`src/rtl/mem_access_stage_if.sv`:
```
// Data-memory port of the M stage.
// Ready handshake: request held until mem_ready.
interface mem_access_stage_if;
  logic        mem_req;
  logic        mem_we;
  logic [31:0] mem_addr;
  logic [3:0]  mem_be;
  logic [31:0] mem_wdata;
  logic        mem_ready;
  logic [31:0] mem_rdata;

  modport master (
    output mem_req, mem_we, mem_addr,
    output mem_be, mem_wdata,
    input  mem_ready, mem_rdata
  );

  modport slave (
    input  mem_req, mem_we, mem_addr,
    input  mem_be, mem_wdata,
    output mem_ready, mem_rdata
  );
endinterface

```
`src/rtl/mem_access_stage.sv`:
```
// Memory-access stage: store alignment, load extension,
// memory handshake with timeout, one result per instruction.
module mem_access_stage #(
  parameter int MAX_WAIT = 16
) (
  input  logic        clk,
  input  logic        reset,
  input  logic        ValidX,
  input  logic [31:0] ALUResultX,
  input  logic [31:0] RD2X,
  input  logic        MemWriteX,
  input  logic        MemReadX,
  input  logic [2:0]  Funct3X,
  input  logic [4:0]  RdX,
  input  logic        RegWriteX,
  output logic        StallM,
  mem_access_stage_if.master mem,
  output logic        ValidM,
  output logic [31:0] ResultM,
  output logic [4:0]  RdM,
  output logic        RegWriteM,
  output logic        FaultM
);

  localparam logic [0:0] IDLE = 1'b0;
  localparam logic [0:0] BUSY = 1'b1;
  localparam int CW = $clog2(MAX_WAIT + 1);

  typedef struct packed {
    logic [31:0] addr;
    logic [31:0] data;
    logic [2:0]  f3;
    logic [4:0]  rd;
    logic        rw;
    logic        we;
    logic        fault;
  } op_t;

  logic [0:0]    state;
  logic [CW-1:0] cnt;
  op_t           op;
  op_t           nop;
  logic          pend;
  logic          busy;
  logic          timeout;
  logic          done;
  logic          take;
  logic          is_mem;
  logic          bad_f3;
  logic          misal;
  logic          x_fault;
  logic          x_go;
  logic [31:0]   lsh;
  logic [31:0]   ld;

  assign busy    = (state == BUSY);
  assign timeout = busy & (cnt == CW'(MAX_WAIT - 1));
  assign done    = busy & (mem.mem_ready | timeout);
  assign StallM  = busy & ~mem.mem_ready & ~timeout;
  assign take    = ValidX & ~StallM;
  assign is_mem  = MemReadX | MemWriteX;

  always_comb begin
    bad_f3 = 1'b0;
    if (MemWriteX)
      bad_f3 = Funct3X[2] | (&Funct3X[1:0]);
    else if (MemReadX)
      bad_f3 = (&Funct3X[1:0])
             | (Funct3X == 3'b110);
  end

  always_comb begin
    misal = 1'b0;
    case (Funct3X[1:0])
      2'b01:   misal = ALUResultX[0];
      2'b10:   misal = |ALUResultX[1:0];
      default: misal = 1'b0;
    endcase
  end

  assign x_fault = is_mem & (bad_f3 | misal);
  assign x_go    = is_mem & ~x_fault;

  assign nop = '{
    addr:  ALUResultX,
    data:  RD2X,
    f3:    Funct3X,
    rd:    RdX,
    rw:    RegWriteX & ~MemWriteX & ~x_fault,
    we:    MemWriteX,
    fault: x_fault
  };

  assign mem.mem_req  = busy;
  assign mem.mem_we   = busy & op.we;
  assign mem.mem_addr =
    busy ? {op.addr[31:2], 2'b00} : 32'h0;

  always_comb begin
    mem.mem_be    = 4'h0;
    mem.mem_wdata = 32'h0;
    if (busy) begin
      case (op.f3[1:0])
        2'b00: begin
          mem.mem_be    = 4'b0001 << op.addr[1:0];
          mem.mem_wdata = {4{op.data[7:0]}};
        end
        2'b01: begin
          mem.mem_be    = 4'b0011 << op.addr[1:0];
          mem.mem_wdata = {2{op.data[15:0]}};
        end
        default: begin
          mem.mem_be    = 4'hF;
          mem.mem_wdata = op.data;
        end
      endcase
    end
  end

  always_comb begin
    lsh = mem.mem_rdata >> {op.addr[1:0], 3'b000};
    case (op.f3)
      3'b000:  ld = {{24{lsh[7]}}, lsh[7:0]};
      3'b001:  ld = {{16{lsh[15]}}, lsh[15:0]};
      3'b100:  ld = {24'h0, lsh[7:0]};
      3'b101:  ld = {16'h0, lsh[15:0]};
      default: ld = lsh;
    endcase
  end

  // A non-memory op taken while the writeback slot is in
  // use waits one cycle in the op register (pend).
  always_ff @(posedge clk or posedge reset) begin
    if (reset) begin
      state     <= IDLE;
      cnt       <= '0;
      op        <= '0;
      pend      <= 1'b0;
      ValidM    <= 1'b0;
      ResultM   <= 32'h0;
      RdM       <= 5'h0;
      RegWriteM <= 1'b0;
      FaultM    <= 1'b0;
    end else begin
      ValidM    <= 1'b0;
      RegWriteM <= 1'b0;
      FaultM    <= 1'b0;
      if (done) begin
        ValidM <= 1'b1;
        RdM    <= op.rd;
        if (mem.mem_ready) begin
          ResultM   <= op.we ? op.addr : ld;
          RegWriteM <= op.rw;
        end else begin
          ResultM <= op.addr;
          FaultM  <= 1'b1;
        end
      end else if (pend) begin
        ValidM    <= 1'b1;
        RdM       <= op.rd;
        ResultM   <= op.addr;
        RegWriteM <= op.rw;
        FaultM    <= op.fault;
      end else if (take & ~x_go) begin
        ValidM    <= 1'b1;
        RdM       <= RdX;
        ResultM   <= ALUResultX;
        RegWriteM <= nop.rw;
        FaultM    <= x_fault;
      end

      pend <= 1'b0;
      if (done)
        state <= IDLE;
      if (busy & ~done)
        cnt <= cnt + CW'(1);
      if (take) begin
        if (x_go) begin
          op    <= nop;
          state <= BUSY;
          cnt   <= '0;
        end else if (done | pend) begin
          op   <= nop;
          pend <= 1'b1;
        end
      end
    end
  end

endmodule
```
`src/flat_wrapper.sv`:
```
// flat-port wrapper written by rule: the top's interface ports become plain ports
module mem_access_stage_flat 
#(
  parameter int MAX_WAIT = 16
)
  (clk, reset, ValidX, ALUResultX, RD2X, MemWriteX, MemReadX, Funct3X, RdX, RegWriteX, StallM, ValidM, ResultM, RdM, RegWriteM, FaultM, mem_mem_req, mem_mem_we, mem_mem_addr, mem_mem_be, mem_mem_wdata, mem_mem_ready, mem_mem_rdata);
  mem_access_stage_if mem_i ();
  input  logic clk;
  input  logic reset;
  input  logic ValidX;
  input  logic [31:0] ALUResultX;
  input  logic [31:0] RD2X;
  input  logic MemWriteX;
  input  logic MemReadX;
  input  logic [2:0] Funct3X;
  input  logic [4:0] RdX;
  input  logic RegWriteX;
  output logic StallM;
  output logic ValidM;
  output logic [31:0] ResultM;
  output logic [4:0] RdM;
  output logic RegWriteM;
  output logic FaultM;
  output wire logic [$bits(mem_i.mem_req)-1:0] mem_mem_req;
  output wire logic [$bits(mem_i.mem_we)-1:0] mem_mem_we;
  output wire logic [$bits(mem_i.mem_addr)-1:0] mem_mem_addr;
  output wire logic [$bits(mem_i.mem_be)-1:0] mem_mem_be;
  output wire logic [$bits(mem_i.mem_wdata)-1:0] mem_mem_wdata;
  input wire logic [$bits(mem_i.mem_ready)-1:0] mem_mem_ready;
  input wire logic [$bits(mem_i.mem_rdata)-1:0] mem_mem_rdata;
  assign mem_mem_req = mem_i.mem_req;
  assign mem_mem_we = mem_i.mem_we;
  assign mem_mem_addr = mem_i.mem_addr;
  assign mem_mem_be = mem_i.mem_be;
  assign mem_mem_wdata = mem_i.mem_wdata;
  assign mem_i.mem_ready = mem_mem_ready;
  assign mem_i.mem_rdata = mem_mem_rdata;
  mem_access_stage #(.MAX_WAIT(MAX_WAIT)) u_core (.clk(clk), .reset(reset), .ValidX(ValidX), .ALUResultX(ALUResultX), .RD2X(RD2X), .MemWriteX(MemWriteX), .MemReadX(MemReadX), .Funct3X(Funct3X), .RdX(RdX), .RegWriteX(RegWriteX), .StallM(StallM), .mem(mem_i), .ValidM(ValidM), .ResultM(ResultM), .RdM(RdM), .RegWriteM(RegWriteM), .FaultM(FaultM));
endmodule
```
`config.mk`:
```
export PLATFORM = sky130hd
export DESIGN_NAME = mem_access_stage_flat
export DESIGN_NICKNAME = d
export VERILOG_FILES = /design/src/rtl/mem_access_stage_if.sv /design/src/rtl/mem_access_stage.sv /design/src/flat_wrapper.sv
export SDC_FILE = /design/constraint.sdc
export NUM_CORES = 1
export LEC_CHECK = 0
export CORE_UTILIZATION = 47
export DETAILED_ROUTE_END_ITERATION = 10
export PLACE_DENSITY = 0.93
export SLEW_MARGIN = 0
export SYNTH_ARGS = -nofsm -noshare
export SYNTH_HDL_FRONTEND = slang
export SYNTH_SLANG_ARGS = --single-unit
```
`constraint.sdc`:
```
create_clock -name clk -period 4.6 [get_ports clk]
set_input_delay 0.46 -clock clk [delete_from_list [all_inputs] [get_ports clk]]
set_output_delay 0.46 -clock clk [all_outputs]
set_load 0.005 [all_outputs]
```
==> impl_results.md, run 1 <==
- Initial Util: 48.4%
- Root buf cell: clkbuf_16
- Yosys reg bits: 122
- Post-CTS Setup Repair Bufs: 0
- Critical path peak fanout: 38
- Filler cell count: 1079
- Total grt overflow: 0
- Residual DRC count: 28
- Via/cell ratio: 5.87
- Layout Nets: 990
- CTS Sinks: 122
- Main synth FF type: dfrtp_1
- TritonCTS clock tree: built
- Max-slew headroom: 25.6%
- Syn avg cell area: 10.4 sq um
- Clock network power share: 28.7%
- Drt pass-1 iters: 10
- Worst hold margin: 0.491 ns
- Number of hold buffers added after CTS: 0
- I/O Buffers: 219
- Final ANT Viol Nets: 0
- Failing checks: design-rule violations
- Die H: 125 um
- H-tree levels: 4
- Pin count of the biggest net entering global routing: 66
- Total core area: 14600 sq um
- Post-CTS sizing: 0
- Sum of negative setup slack: 0 ns
- Seq/Total Area, Yosys: 43.0%
- Final Cell Area: 9930 sq um
- Final HPWL DP: 14.9 mm
- Post-synth top area cell: dfrtp_1
- Cts bufs inserted: 17
- Post-Syn Area: 7090 sq um
- # rows: 44
- Worst EP arrival: 3.80 ns
- Dominant cells by area after synthesis: dfrtp_1, mux2_2, mux2i_1
- Crit. End Element: flop
- Ports: 222
- Switching fraction of total power: 31.6%
- Worst Path Required: 4.90 ns
- Area grow syn2layout: 40.0%
- Tcrit/Tclk final: 76.0%
- DRT iter0 DRCs: 655
- Die area: 15600 sq um
- CP Class: reg2reg
- Buffer depth of the longest clock path: 2
- Power Density: 474 nW/um^2
- Worst slew pin tran: 1.12 ns
- Clock slew at reported path FFs: 0.06 ns
- Final core utilization: 67.8%
- Clock Skews: 0.00710 ns
- Leakage: 0.00404 uW
- Dpl cell area: 9340 sq um
- First-pass GRT wire length: 34.1 mm
- Initial antenna violation count: 1
- Status: finished, violations left
- Die W: 125 um
- Number of global-route vias before repair: 6224
- GRT Util Overall: 28.5%
- # setup viols final: 0
- Comb pwr share: 34.5%
- Cell variety after synth: 58
- MaxCap Viol Count: 0
- Post-Synthesis Cells: 682
- Final hold viol count: 0
- Worst skew pair latency: 0.42 ns
- Area of the multi-input gates: 3710 sq um
- Fin. max-slew vios: 0
- EDFF count, synth: 0
- RSZ-0062 raised after global routing: no
- Max VDD drop: 254 uV
- Synth async-reset ratio: 100%
- P_sw: 1490 uW
- FF+latch area: 3050 sq um
- Routed wire length: 21.6 mm
- FMAX: 286 MHz
- Min-Delay Path Class: reg2reg
- CP startpoint kind: flop
- Antenna cells: 0
- Reg power frac: 36.8%
- Min Tclk post-route: 3.49 ns
- Layout cells sized above 1: 17.0%
- Cell Int Power: 3220 uW
- Drt wl/cell: 20.2 um
- Via Count: 6278
- Gpl congestion: 0.843
- Share of the synthesized area in the top cell type: 43.0%
- Synthesis warning total: 0
[registers in the layout (all words and copies together) (netlist names)]
name and cells:
u_core.op 75, u_core.ResultM 32, u_core.RdM 5, u_core.cnt 5, u_core.FaultM 1, u_core.RegWriteM 1, u_core.ValidM 1, u_core.mem.mem_req 1
u_core.pend 1
[synthesized netlist by cell type (all sizes together), types with 13 or more instances]
library cell and number:
inv 14, buf 28, mux2 111, o21ai 20, mux2i 35, nor2b 15, a221oi 22, nor3 23
and2 49, nor2 35, a31oi 13, nand2 64, dfrtp 122, clkbuf 30
[cell families (layout without fill, tap and decap cells)]
group / after synthesis / count (layout) / synth area share (%)
compound gates: 121 / 121 / 12.8
xor+xnor: 3 / 3 / 0.371
fa+ha+maj: 5 / 5 / 0.882
buf+inv: 73 / 276 / 4.85
flops: 122 / 122 / 43.0
mux: 147 / 147 / 22.9
other cells: 1 / 2 / 0.0529
simple gates: 210 / 210 / 15.0
[final timing paths]
| check | startpoint | endpoint | slack [ns] | cells after the start |
|---|---|---|---|---|
| worst max-delay path | u_core.cnt[0] | u_core.ResultM[10] | 1.11 | 8 |
| worst min-delay path | u_core.ResultM[4] | u_core.ResultM[4] | 0.49 | 1 |
| worst max register to register | u_core.cnt[0] | u_core.ResultM[10] | 1.11 | 8 |
| worst min register to register | u_core.ResultM[4] | u_core.ResultM[4] | 0.49 | 1 |
| max in group asynchronous | reset | u_core.ResultM[11] | 3.11 | 3 |
| min in group asynchronous | reset | u_core.RdM[4] | 0.56 | 2 |
[critical path: stages, from the launching register on]
cell      delay (ns)
dfrtp_1         0.38
ha_1            0.17
and3_1          0.17
ha_1            0.27
nor3b_4         0.11
or2b_4          0.30
o21ba_1         0.90
nand2b_4        0.63
mux2_2          0.41
[routing by layer]
metal	part of all wire (%)	track usage, %	routed length (um)
met5	0.060	0	13
met4	4.1	14.3	876
met3	7.3	6.87	1590
met2	49	45.6	10500
met1	40	35.9	8630
[power groups by stage]
stage,Combinational [uW],Clock [uW],Sequential [uW]
final,1630,1350,1730
after global routing,1750,1420,1780
after CTS,1630,1360,1730
after detailed placement,1610,0,1740
after global placement,1570,0,1710
after floorplan,977,0,1590
[per-stage QoR]
step           setup slack (ns)  std cells  power, uW
2_1_floorplan             0.897        683       2570
5_1_grt                   0.930       1070       4950
6_report                   1.11       1070       4710
4_1_cts                    1.13       1070       4720
3_3_place_gp               1.08       1039       3290
3_5_place_dp               1.02       1039       3350
[placed cells by master, fill, tap and decap left out, types with 10 or more instances in the layout]
cell type	instances
nor2_1	34
clkdlybuf4s50_1	219
mux2_1	12
inv_1	13
mux2_2	98
and2_1	49
buf_4	10
clkbuf_16	17
nor3_1	23
a31oi_1	13
mux2i_1	35
nor2b_1	15
a221oi_1	22
o21ai_0	19
nand2_1	64
dfrtp_1	121
[layout make-up]
class                      count  share of cell area, %
tap                          184                   2.32
multi-input combinational    488                   37.4
inverter                      15                  0.592
clock inverter                 8                   1.20
sequential                   122                   30.8
clock buffer                  23                   4.71
timing repair buffer         230                   23.0
Power figures use the tool's default switching activity.
==> run 2, diff against run 1 <==
--- a/config.mk
+++ b/config.mk
@@ -5,9 +5,9 @@
 export SDC_FILE = /design/constraint.sdc
 export NUM_CORES = 1
 export LEC_CHECK = 0
-export CORE_UTILIZATION = 47
+export CORE_UTILIZATION = 43
 export DETAILED_ROUTE_END_ITERATION = 10
-export PLACE_DENSITY = 0.93
+export PLACE_DENSITY = 0.9
 export SLEW_MARGIN = 0
 export SYNTH_ARGS = -nofsm -noshare
 export SYNTH_HDL_FRONTEND = slang
==> constraint.sdc (replaced) <==
create_clock -name clk -period 3.1 [get_ports clk]
set_input_delay 0.31 -clock clk [delete_from_list [all_inputs] [get_ports clk]]
set_output_delay 0.31 -clock clk [all_outputs]
set_load 0.005 [all_outputs]
==> run 2 against run 1 <==
The flow now finishes without violations. Clock skew about the same. First-iteration DRC count down 39%. Global-route usage down 2.1 points. Total power up 50%.
==> impl_results.md, run 2 (synthesis gave the netlist of run 1 again) <==
- Status: finished clean
- Initial antenna violation count: 0 (-1)
- R2r worst-path depth: 8 (unchanged)
- Via/cell ratio: 5.68 (-3.1%)
- Commonest non-fill, non-tap cells in the layout: clkdlybuf4s50_1, dfrtp_1, mux2_2, nand2_1, and2_1
- H-tree levels: 4 (unchanged)
- Power Density: 700 nW/um^2 (+47%)
- Comb pwr share: 36.0% (+1.5 points)
- Buffer depth of the longest clock path: 2 (unchanged)
- P_sw: 2220 uW (+49%)
- Post-CTS Setup Repair Bufs: 0 (unchanged)
- Total grt overflow: 0 (unchanged)
- R2r startpoint: u_core.cnt[0]
- GRT Util Overall: 26.4% (-2.1 points)
- Reg2reg setup slack: 0.47 ns (-0.64 ns)
- FMAX: 354 MHz
- Commonest non-fill, non-tap cell in the layout: clkdlybuf4s50_1
- CTS Sinks: 122 (unchanged)
- Max VDD drop: 464 uV (+82%)
- Clock network power share: 28.6% (about the same)
- # setup viols final: 0 (unchanged)
- Post-CTS sizing: 0 (unchanged)
- Cts bufs inserted: 17 (unchanged)
- Worst setup startpoint: u_core.mem.mem_req
- Die W: 130 um (+4.5%)
- Root buf cell: clkbuf_16
- Initial Util: 44.3% (-4.1 points)
- Reg2reg end: u_core.ResultM[9]
- Final HPWL DP: 15.6 mm (+4.3%)
- Cell Int Power: 4850 uW (+50%)
- Antenna cells: 0 (unchanged)
- Sum of negative setup slack: 0 ns (unchanged)
- Worst Path Required: 2.79 ns (-2.11 ns)
- Number of hold buffers added after CTS: 0 (unchanged)
- Via Count: 6336 (+0.92%)
- Final ANT Viol Nets: 0 (unchanged)
- Worst skew pair latency: 0.42 ns (about the same)
- I/O Buffers: 219 (unchanged)
- Worst slew pin tran: 0.687 ns (-0.429 ns)
- Gpl congestion: 0.849 (+0.69%)
- CP Class: reg2out
- Worst setup path end: mem_mem_wdata[9]
- Worst EP arrival: 2.51 ns (-1.29 ns)
- Largest register FFs: 75 (unchanged)
- Clock slew at reported path FFs: 0.06 ns (about the same)
- Residual DRC count: 0 (-100%)
- Drt pass-1 iters: 5 (-5)
- Switching fraction of total power: 31.4% (-0.20 points)
- Final Cell Area: 10100 sq um (+1.7%)
- Layout Nets: 1003 (+1.3%)
- Critical path peak fanout: 39 (+2.6%)
- Pin count of the biggest net entering global routing: 83 (+26%)
- Min-Delay Path Class: in2async
- Final hold viol count: 0 (unchanged)
- # rows: 46 (+4.5%)
- Total core area: 16000 sq um (+9.3%)
- RSZ-0062 raised after global routing: no
- Dpl cell area: 9500 sq um (+1.8%)
- Number of global-route vias before repair: 6260 (+0.58%)
- Drt wl/cell: 19.8 um (-1.7%)
- Reg power frac: 35.4% (-1.4 points)
- Routed wire length: 22.1 mm (+2.4%)
- TritonCTS clock tree: built
- DRT iter0 DRCs: 401 (-39%)
- Max-slew headroom: 54.2% (+29 points)
- CP startpoint kind: flop
- MaxCap Viol Count: 0 (unchanged)
- Worst hold margin: 0.158 ns (-0.334 ns)
- Crit. End Element: output port
- Layout cells sized above 1: 18.5% (+1.4 points)
- Fin. max-slew vios: 0 (unchanged)
- Clock Skews: 0.00745 ns (+0.000349 ns)
- Leakage: 0.00412 uW (+1.9%)
- Die H: 130 um (+4.5%)
- Top flop regs: u_core.op x75, u_core.ResultM x32
- Top reg by flops: u_core.op
- Tcrit/Tclk final: 91.1%
- First-pass GRT wire length: 33.7 mm (-1.2%)
- Area grow syn2layout: 42.4%
- Die area: 17000 sq um (+9.2%)
- Ports: 222 (unchanged)
- Min Tclk post-route: 2.82 ns
-- run 2: cell count changes in the layout (fill, tap and decap cells not counted), sizes merged --
cell,change
clkinv,+1
clkbuf,-1
clkinvlp,+1
inv,-1
buf,+13
-- run 2: through the flow --
| step | total power, uW | util [%] | instances | setup WS [ns] |
|---|---|---|---|---|
| 2_1_floorplan | 3820 | - | 683 | 0.564 |
| 3_3_place_gp | 4940 | 59.4 | 1084 | 0.417 |
| 3_5_place_dp | 5040 | 59.4 | 1084 | 0.355 |
| 4_1_cts | 7080 | 63.1 | 1115 | 0.264 |
| 5_1_grt | 7430 | 63.1 | 1115 | 0.182 |
| 6_report | 7060 | 63.1 | 1115 | 0.276 |
-- run 2: area by class of cell --
class	instances	area [sq um]
clock buffer	22	474
clock inverter	9	120
timing repair buffer	243	2410
fill	1265	5900
multi-input combinational	488	3710
sequential	122	3050
inverter	15	60.1
tap	216	270
-- run 2: worst max-delay path: stages (launching register included) --
cell,delay (ns)
dfrtp_2,0.81
buf_4,0.45
a21boi_0,0.29
clkdlybuf4s50_1,0.55
-- run 2: layer usage --
| metal | up-vias | share of wire [%] | global-route usage [%] | wire [um] |
|---|---|---|---|---|
| met4 | 0 | 2.9 | 9.87 | 636 |
| met5 | - | 0 | 0 | 0 |
| met3 | 46 | 7.6 | 6.92 | 1690 |
| li1 | 2864 | - | - | - |
| met2 | 288 | 50 | 44.5 | 11000 |
| met1 | 3138 | 40 | 32.5 | 8840 |
-- run 2: worst min path at each step --
stage	startpoint	to	slack [ns]	depth (start not counted)
6_report	reset	u_core.RdM[4]	0.16	2
5_1_grt	reset	u_core.RdM[3]	0.17	2
3_3_place_gp	u_core.ResultM[7]	u_core.ResultM[7]	0.47	1
3_5_place_dp	u_core.op[2]	u_core.RegWriteM	0.47	2
4_1_cts	reset	u_core.RdM[4]	0.16	2
2_1_floorplan	mem_mem_ready	u_core.FaultM	0.40	1
-- run 2: power by group through the flow --
stage / Clock (uW) / Sequential, uW / Combinational [uW]
after global placement: 0 / 2480 / 2460
after floorplan: 0 / 2370 / 1450
after CTS: 2040 / 2490 / 2560
final: 2020 / 2500 / 2550
after global routing: 2110 / 2560 / 2770
after detailed placement: 0 / 2510 / 2540
==> run 3, diff against run 2 <==
==> constraint.sdc (replaced) <==
create_clock -name clk -period 3.1 [get_ports clk]
set_input_delay 0.31 -clock clk [delete_from_list [all_inputs] [get_ports clk]]
set_output_delay 0.31 -clock clk [all_outputs]
set_load 0.05 [all_outputs]
==> run 3 against run 2 <==
Flip-flop and latch count is the same. Sequential share of layout area shrank 0.15 points. Critical endpoint is now mem_mem_wdata[19]. First-iteration DRC count is 17% higher. Critical path type unchanged. Clock power about the same.
==> impl_results.md, run 3 (synthesis gave the netlist of run 1 again) <==
- Sum of negative setup slack: 0 ns (unchanged)
- Tcrit/Tclk final: 95.6% (+4.5 points)
- Residual DRC count: 0 (unchanged)
- GRT Util Overall: 26.4% (+0.032 points)
- Min Tclk post-route: 2.96 ns (+0.141 ns)
- Post-CTS Setup Repair Bufs: 0 (unchanged)
- Drt pass-1 iters: 4 (-1)
- Worst EP arrival: 2.65 ns (+0.14 ns)
- Via/cell ratio: 5.65 (-0.57%)
- Buf/Inv on CP: 2 (unchanged)
- Cts bufs inserted: 17 (unchanged)
- Top reg by flops: u_core.op
- Total grt overflow: 0 (unchanged)
- Area grow syn2layout: 43.1%
- Largest register FFs: 75 (unchanged)
- Total core area: 16000 sq um (unchanged)
- # setup viols final: 0 (unchanged)
- CP startpoint kind: flop
- Worst setup startpoint: u_core.mem.mem_req
- Critical path peak fanout: 39 (unchanged)
- Number of global-route vias before repair: 6247 (-0.21%)
- I/O Buffers: 219 (unchanged)
- CTS Sinks: 122 (unchanged)
- Worst skew pair latency: 0.42 ns (about the same)
- Via Count: 6277 (-0.93%)
- Final hold viol count: 0 (unchanged)
- # rows: 46 (unchanged)
- Max-slew headroom: 47.7% (-6.6 points)
- Top flop regs: u_core.op x75, u_core.ResultM x32
- Leakage: 0.00414 uW (+0.52%)
- Worst Path Required: 2.79 ns (about the same)
- Status: finished clean
- Pin count of the biggest net entering global routing: 123 (+48%)
- Buffer depth of the longest clock path: 2 (unchanged)
- Final HPWL DP: 15.2 mm (-2.4%)
- Gpl congestion: 0.835 (-1.6%)
- Post-CTS sizing: 0 (unchanged)
- Layout Nets: 998 (-0.50%)
- First-pass GRT wire length: 33.8 mm (+0.12%)
- Initial antenna violation count: 0 (unchanged)
- DRT iter0 DRCs: 470 (+17%)
- Crit. End Element: output port
- MaxCap Viol Count: 0 (unchanged)
- Drt wl/cell: 19.8 um (about the same)
- H-tree levels: 4 (unchanged)
- CP cell instances: buf_4, nor2b_1, clkdlybuf4s50_1
- Commonest non-fill, non-tap cell in the layout: clkdlybuf4s50_1
- Max VDD drop: 423 uV (-8.9%)
- Die area: 17000 sq um (unchanged)
- Worst path slowest cell: clkdlybuf4s50_1
- Routed wire length: 22.0 mm (-0.32%)
- Clock slew at reported path FFs: 0.05 ns (about the same)
- Die H: 130 um (unchanged)
- Final ANT Viol Nets: 0 (unchanged)
- Commonest non-fill, non-tap cells in the layout: clkdlybuf4s50_1, dfrtp_1, mux2_2, nand2_1, and2_1
- CP Class: reg2out
- Min-Delay Path Class: in2async
- Fin. max-slew vios: 0 (unchanged)
- Worst path max stage delay: 0.84 ns (+0.03 ns)
- Ports: 222 (unchanged)
- Layout cells sized above 1: 19.2% (+0.75 points)
- Number of hold buffers added after CTS: 0 (unchanged)
- Clock Skews: 0.00608 ns (-0.00137 ns)
- Initial Util: 44.3% (unchanged)
- Worst hold margin: 0.437 ns (+0.279 ns)
- TritonCTS clock tree: built
- RSZ-0062 raised after global routing: no
- R2r startpoint: u_core.cnt[0]
- Final core utilization: 63.4% (+0.31 points)
- Worst slew pin tran: 0.782 ns (+0.0955 ns)
- Die W: 130 um (unchanged)
- Root buf cell: clkbuf_16
- Power Density: 807 nW/um^2 (+15%)
- Critical path's top delay family: buffers and inverters
- FMAX: 337 MHz (-4.7%)
- Antenna cells: 0 (unchanged)
run 3: metrics by stage:
step                total power, uW  std cells  setup slack [ns]  instance area [sq um]
floorplan                      4880        683             0.195                   7100
global placement               6020       1079             0.372                   9530
detailed placement             6120       1079             0.331                   9530
CTS                            8210       1111            0.0740                  10100
global route                   8570       1111            0.0177                  10100
finish                         8190       1111             0.135                  10100
run 3: final timing paths:
kind	to	slack, ns	depth (start not counted)
max in group asynchronous	u_core.mem.mem_req	2.14	3
min reg2reg	u_core.ResultM[6]	0.49	1
max	mem_mem_wdata[19]	0.14	3
max reg2reg	u_core.ResultM[14]	0.47	8
min	u_core.op[6]	0.44	3
min in group clk	u_core.RdM[1]	0.48	3
run 3: cell type report:
type / instances / area, sq um
Clock buffer: 21 / 470
Clock inverter: 11 / 144
Fill cell: 1292 / 5850
Inverter: 15 / 60.1
Multi-Input combinational cell: 488 / 3710
Sequential cell: 122 / 3050
Tap cell: 216 / 270
Timing Repair Buffer: 238 / 2440
run 3: worst min-delay path, stage by stage:
cell and delay [ns]:
clkdlybuf4s50_1 0.44, clkinvlp_4 0.10, buf_12 0.48
run 3: where the power goes:
group	switching, uW	leakage (uW)	internal (uW)
clock	729	0.000291	1320
sequential	433	0.00144	2080
combinational	2160	0.00241	1470
run 3: routing by layer:
metal | GRT usage (%) | routed length [um] | vias to the layer above | part of all wire [%]
met1 | 32.8 | 8950 | 3069 | 41
met4 | 14.0 | 966 | 0 | 4.4
met5 | 0 | 0 | - | 0
li1 | - | - | 2852 | -
met2 | 43.4 | 10700 | 286 | 49
met3 | 5.46 | 1400 | 70 | 6.4
